===== src/rtl/imem_fetch_port.sv =====
// rtl/imem_fetch_port.sv - icache miss responder: four pipelined byte reads assembled into a little-endian word; optional next-word prefetch under IMEM_NEXT_WORD_PREFETCH_EN

module imem_fetch_port #(
    parameter int RAM_LAT = 1,
    parameter int ADDR_W  = 32
) (
    input  logic              clk,
    input  logic              rst,
    input  logic              rdy,
    input  logic              rollback,
    input  logic [ADDR_W-1:0] Mc_addr,
    input  logic              Mc_addr_sgn,
    output logic [31:0]       MC_val,
    output logic              MC_val_sgn,
    input  logic [7:0]        mem_din,
    output logic [ADDR_W-1:0] mem_a,
    output logic              mem_wr,
    output logic              busy
);

    typedef enum logic [1:0] {
        IDLE  = 2'd0,
        ISSUE = 2'd1,
        DRAIN = 2'd2,
        RESP  = 2'd3
    } state_t;

    // cnt = k while the cycle after edge E(k) is running; byte b arrives when cnt = b + RAM_LAT
    localparam logic [2:0] LAT_C   = 3'(RAM_LAT);
    localparam logic [2:0] FINAL_C = 3'(RAM_LAT + 3);

    state_t            state;
    logic [2:0]        cnt;
    logic [ADDR_W-1:0] base;
    logic [23:0]       asm_q;

    logic [ADDR_W-1:0] req_a;
    logic [ADDR_W-1:0] next_a;
    logic [2:0]        cap_sel;
    logic              cap_en;
    logic              last_cap;
    logic [31:0]       word;
    logic              unused_addr_lsbs;

`ifdef IMEM_NEXT_WORD_PREFETCH_EN
    logic              pf_run;
    logic              pf_pending;
    logic              pf_valid;
    logic [ADDR_W-1:0] pf_addr;
    logic [31:0]       pf_data;
    logic              pf_hit;
    logic              pf_same;

    assign pf_hit  = pf_valid && (pf_addr == req_a);
    assign pf_same = Mc_addr_sgn && (req_a == base);
`endif

    assign req_a            = {Mc_addr[ADDR_W-1:2], 2'b00};
    assign unused_addr_lsbs = ^Mc_addr[1:0];
    assign next_a           = base + {{(ADDR_W-3){1'b0}}, cnt + 3'd1};
    assign cap_sel          = cnt - LAT_C;
    assign cap_en           = (cnt >= LAT_C) && (cap_sel < 3'd3);
    assign last_cap         = (cnt == FINAL_C);
    assign word             = {mem_din, asm_q};

    assign mem_wr = 1'b0;
    assign busy   = (state != IDLE);

    // Fetch sequencer: request sampling, byte issue and capture, response pulse
    always_ff @(posedge clk or posedge rst) begin
        if (rst) begin
            state      <= IDLE;
            cnt        <= '0;
            base       <= '0;
            asm_q      <= '0;
            mem_a      <= '0;
            MC_val     <= '0;
            MC_val_sgn <= 1'b0;
`ifdef IMEM_NEXT_WORD_PREFETCH_EN
            pf_run     <= 1'b0;
            pf_pending <= 1'b0;
            pf_valid   <= 1'b0;
            pf_addr    <= '0;
            pf_data    <= '0;
`endif
        end else if (rollback) begin
            // flush wins over a new request, completion and stall; partial bytes dropped
            state      <= IDLE;
            cnt        <= '0;
            asm_q      <= '0;
            MC_val_sgn <= 1'b0;
`ifdef IMEM_NEXT_WORD_PREFETCH_EN
            pf_run     <= 1'b0;
            pf_pending <= 1'b0;
`endif
        end else if (rdy) begin
            case (state)
                IDLE: begin
`ifdef IMEM_NEXT_WORD_PREFETCH_EN
                    if (Mc_addr_sgn && pf_hit) begin
                        base       <= pf_addr;
                        MC_val     <= pf_data;
                        MC_val_sgn <= 1'b1;
                        pf_valid   <= 1'b0;
                        pf_pending <= 1'b0;
                        state      <= RESP;
                    end else if (Mc_addr_sgn) begin
                        base       <= req_a;
                        mem_a      <= req_a;
                        cnt        <= '0;
                        asm_q      <= '0;
                        pf_run     <= 1'b0;
                        pf_pending <= 1'b0;
                        state      <= ISSUE;
                    end else if (pf_pending) begin
                        base       <= base + {{(ADDR_W-3){1'b0}}, 3'd4};
                        mem_a      <= base + {{(ADDR_W-3){1'b0}}, 3'd4};
                        cnt        <= '0;
                        asm_q      <= '0;
                        pf_run     <= 1'b1;
                        pf_pending <= 1'b0;
                        state      <= ISSUE;
                    end
`else
                    if (Mc_addr_sgn) begin
                        base  <= req_a;
                        mem_a <= req_a;
                        cnt   <= '0;
                        asm_q <= '0;
                        state <= ISSUE;
                    end
`endif
                end
                ISSUE, DRAIN: begin
                    cnt <= cnt + 3'd1;
                    if (cnt < 3'd3) begin
                        mem_a <= next_a;
                    end
                    if (cnt == 3'd3) begin
                        state <= DRAIN;
                    end
                    if (cap_en) begin
                        case (cap_sel[1:0])
                            2'd0:    asm_q[7:0]   <= mem_din;
                            2'd1:    asm_q[15:8]  <= mem_din;
                            2'd2:    asm_q[23:16] <= mem_din;
                            default: asm_q        <= asm_q;
                        endcase
                    end
                    if (last_cap) begin
`ifdef IMEM_NEXT_WORD_PREFETCH_EN
                        if (pf_run && !pf_same) begin
                            pf_data  <= word;
                            pf_addr  <= base;
                            pf_valid <= 1'b1;
                            pf_run   <= 1'b0;
                            state    <= IDLE;
                        end else begin
                            MC_val     <= word;
                            MC_val_sgn <= 1'b1;
                            pf_run     <= 1'b0;
                            state      <= RESP;
                        end
`else
                        MC_val     <= word;
                        MC_val_sgn <= 1'b1;
                        state      <= RESP;
`endif
                    end
`ifdef IMEM_NEXT_WORD_PREFETCH_EN
                    else if (pf_run && Mc_addr_sgn) begin
                        // same word: prefetch is promoted to the demand fetch; otherwise abandon it
                        pf_run <= 1'b0;
                        if (!pf_same) begin
                            cnt   <= '0;
                            state <= IDLE;
                        end
                    end
`endif
                end
                RESP: begin
                    MC_val_sgn <= 1'b0;
                    state      <= IDLE;
`ifdef IMEM_NEXT_WORD_PREFETCH_EN
                    pf_pending <= 1'b1;
`endif
                end
                default: state <= IDLE;
            endcase
        end
    end

endmodule


===== config.mk =====
export PLATFORM = sky130hd
export DESIGN_NAME = imem_fetch_port
export DESIGN_NICKNAME = d
export VERILOG_FILES = /design/src/rtl/imem_fetch_port.sv
export SDC_FILE = /design/constraint.sdc
export NUM_CORES = 1
export LEC_CHECK = 0
export ABC_CLOCK_PERIOD_IN_PS = 7500
export CORE_ASPECT_RATIO = 0.6
export CORE_MARGIN = 1.5
export CORE_UTILIZATION = 56
export DETAILED_ROUTE_END_ITERATION = 6
export GPL_TIMING_DRIVEN = 0
export PLACE_DENSITY = 0.85
export RECOVER_POWER = 50
export SYNTH_ARGS = -nofsm -noshare
export SYNTH_HDL_FRONTEND = slang
export SYNTH_SLANG_ARGS = --single-unit
export TNS_END_PERCENT = 50

===== constraint.sdc =====
create_clock -name clk -period 7.5 [get_ports clk]
set_clock_uncertainty 0.05 [all_clocks]
set_input_delay 1.5 -clock clk [delete_from_list [all_inputs] [get_ports clk]]
set_output_delay 1.5 -clock clk [all_outputs]
set_load 0.05 [all_outputs]

==> flow_summary.ini <==
[power]
p_leak_nw = 3.28
powerDensity_nw_per_um2 = 297
p_total_mw = 2.27
vdd_drop_max_mv = 0.189

[cts]
clock_sink_count = 124
htreeDepth = 4
clkTransAtPathRegs_ps = 50
ctsHoldBuffers = 0
clk_latency_ps = 410
cts-root-buf = clkbuf_16
cts-buffers-inserted = 17
cts_tree = done
cts_resized = 0
ctsLongestPathBuffers = 2
cts_setup_buffers = 0

[synth]
async_flop_share = 1.00
synthFlopType = dfrtp_1
netlist_instances = 501
synth_nets = 557
yosys_warnings = 0
seq_area_frac_synth = 0.539
synth_seq_cells = 124
synth_top_area_share = 0.539
synth_edf_count = 0
synth_cell_types = 47
syn_avg_cell_area_um2 = 11.5
synthTopCellsByArea = dfrtp_1 (54%), mux2_2 (12%), a32o_1 (4.2%), nand2_1 (2.6%), ha_1 (2.4%)
netlist_area_um2 = 5760
yosysTopAreaCell = dfrtp_1

[worst_hold_path]
min_path_cells = 1
min_from = mem_a[13]$_DFFE_PP0P_
whs_endpoint = mem_a[13]$_DFFE_PP0P_
min_path_type = register to register

[status]
violations = max-capacitance violations, max-slew violations
status = finished, violations left

[place]
io_buffers = 106
place_ws_ps = 3680
routabilityCongestion = 0.988
placed_area_um2 = 7020
hpwl_um = 11200

[grt]
grt-ovfl-total = 0
grt.total_usage = 0.313
grt_pass1_vias = 4819
grt_max_degree = 65
antenna_found_initial = 0
grt_pass1_wl_um = 25700

[finish]
register_area_um2 = 3100
num-fill-cells = 594
final_common_cell = dfrtp_1
multi_input_area_um2 = 2490
antennaDiodeCount = 0
drive_above_1_share = 0.163
mostFrequentLayoutCells = dfrtp_1 (124), clkdlybuf4s50_1 (104), mux2_2 (62), nand2_1 (40), clkbuf_1 (27)
layout.nets = 683
final_cell_area_um2 = 7650
syn_to_final_growth_pct = 32.8

[die]
die_w_um = 134
initial_core_util = 0.581
rows = 28
fp.coreArea_um2 = 9910
die_height_um = 81.6
die_area_um2 = 10900
io_pins = 112

[critical_path]
cp.arrival_ps = 3830
r2r_end = mem_a[22]$_DFFE_PP0P_
startpoint_type = input port
r2r_cells = 10
reg2reg_slack_ps = 4260
r2r-start = cnt[0]$_DFFE_PP0P_
cp.required_ps = 7690
criticalPathCategory = input port to register
critPathMaxFanout = 10
endpoint_kind = register

[route]
drt_first_pass_iters = 7
routedWlPerCell_um = 20.8
routed_wl_um = 16100
viasPerCell = 6.26
drc = 0
first_iter_violations = 522
via_count = 4854
postRouteAntennaNets = 0

[sta]
slew_headroom = -0.849
timing.final.crit_share = 0.485
hold_violations = 0
worst_slew_pin_slew_ps = 2760
rsz0062_at_grt = no
worst_slack_ps = 3870
final-max-slew-violation-count = 61
fin_hold_ws_ps = 432
max_freq_ghz = 0.275
setup_viol = 0
finalSetupTns_ps = 0
post-route-min-period_ps = 3630

[run]
cap_violations = 1
cell usage after synthesis, types with 3 or more instances:
| library cell | n |
|---|---|
| mux2i_1 | 9 |
| and2_1 | 5 |
| nor4_1 | 3 |
| a21o_1 | 7 |
| nand2_1 | 40 |
| o22ai_1 | 7 |
| o31ai_1 | 5 |
| nor2_1 | 26 |
| or4_1 | 3 |
| ha_1 | 11 |
| a21oi_1 | 15 |
| a311oi_1 | 3 |
| nand4_1 | 11 |
| nand3_1 | 16 |
| xor2_1 | 10 |
| inv_1 | 13 |
| clkbuf_1 | 25 |
| a32o_1 | 24 |
| o21ai_0 | 23 |
| dfrtp_1 | 124 |
| o221ai_1 | 3 |
| mux2_2 | 62 |
| nor3_1 | 9 |
| xnor2_1 | 12 |
| a211oi_1 | 3 |
| and4_1 | 4 |
registers in the layout, indices dropped and copies added, names as in the netlist:
register	cells
MC_val_sgn	1
base	30
mem_a	32
MC_val	32
cnt	3
asm_q	24
state	2
worst max-delay path, cell delays in order:
cell and delay (ps):
dlygate4sd3_1 590, nand2b_1 210, nand2_1 160, a211o_1 120, clkbuf_1 420, clkbuf_1 580, o21ai_0 250
where the power goes:
part / switching (mW) / internal [mW]
Sequential: 0.0894 / 0.761
Clock: 0.307 / 0.566
Combinational: 0.345 / 0.203
Total: 0.741 / 1.53
per-layer routing:
layer	share of wire	global-route usage
met2	0.45	0.467
met4	0.025	0.132
met1	0.44	0.447
met3	0.091	0.0685
met5	0	0
cell families after synthesis:
kind of cell / Yosys count / synth area share
xor gates and xnor gates: 22 / 0.0334
adders and majority gates: 11 / 0.0239
AOI/OAI and AO/OA: 98 / 0.122
and+or+nand+nor: 132 / 0.116
muxes: 71 / 0.137
other: 1 / 0.000651
buffers and inverters: 42 / 0.0287
DFF: 124 / 0.539
through the flow:
stage,utilization,cells
detailed placement,0.708,743
CTS,0.772,775
floorplan,-,501
global route,0.772,775
global placement,0.705,742
finish,0.772,775
cell type report:
type | count | area share
flip-flops and latches | 124 | 0.406
multi-input cells | 335 | 0.326
repair buffers | 107 | 0.142
clock buffers | 18 | 0.0574
clock inverters | 14 | 0.0252
well taps | 135 | 0.0221
plain buffers | 29 | 0.0152
inverters | 13 | 0.00654
worst max-delay path by stage:
stage	startpoint	to	slack (ps)	cells past startpoint
2_1_floorplan	rst	MC_val[0]$_DFFE_PP0P_	2650	1
3_3_place_gp	rst	mem_a[28]$_DFFE_PP0P_	1050	2
3_5_place_dp	Mc_addr_sgn	mem_a[3]$_DFFE_PP0P_	3680	7
4_1_cts	state[0]$_DFFE_PP0P_	busy	3970	4
5_1_grt	rst	asm_q[8]$_DFFE_PP0P_	3380	2
6_report	Mc_addr_sgn	mem_a[2]$_DFFE_PP0P_	3870	7
(Power assumes the default switching activity.)
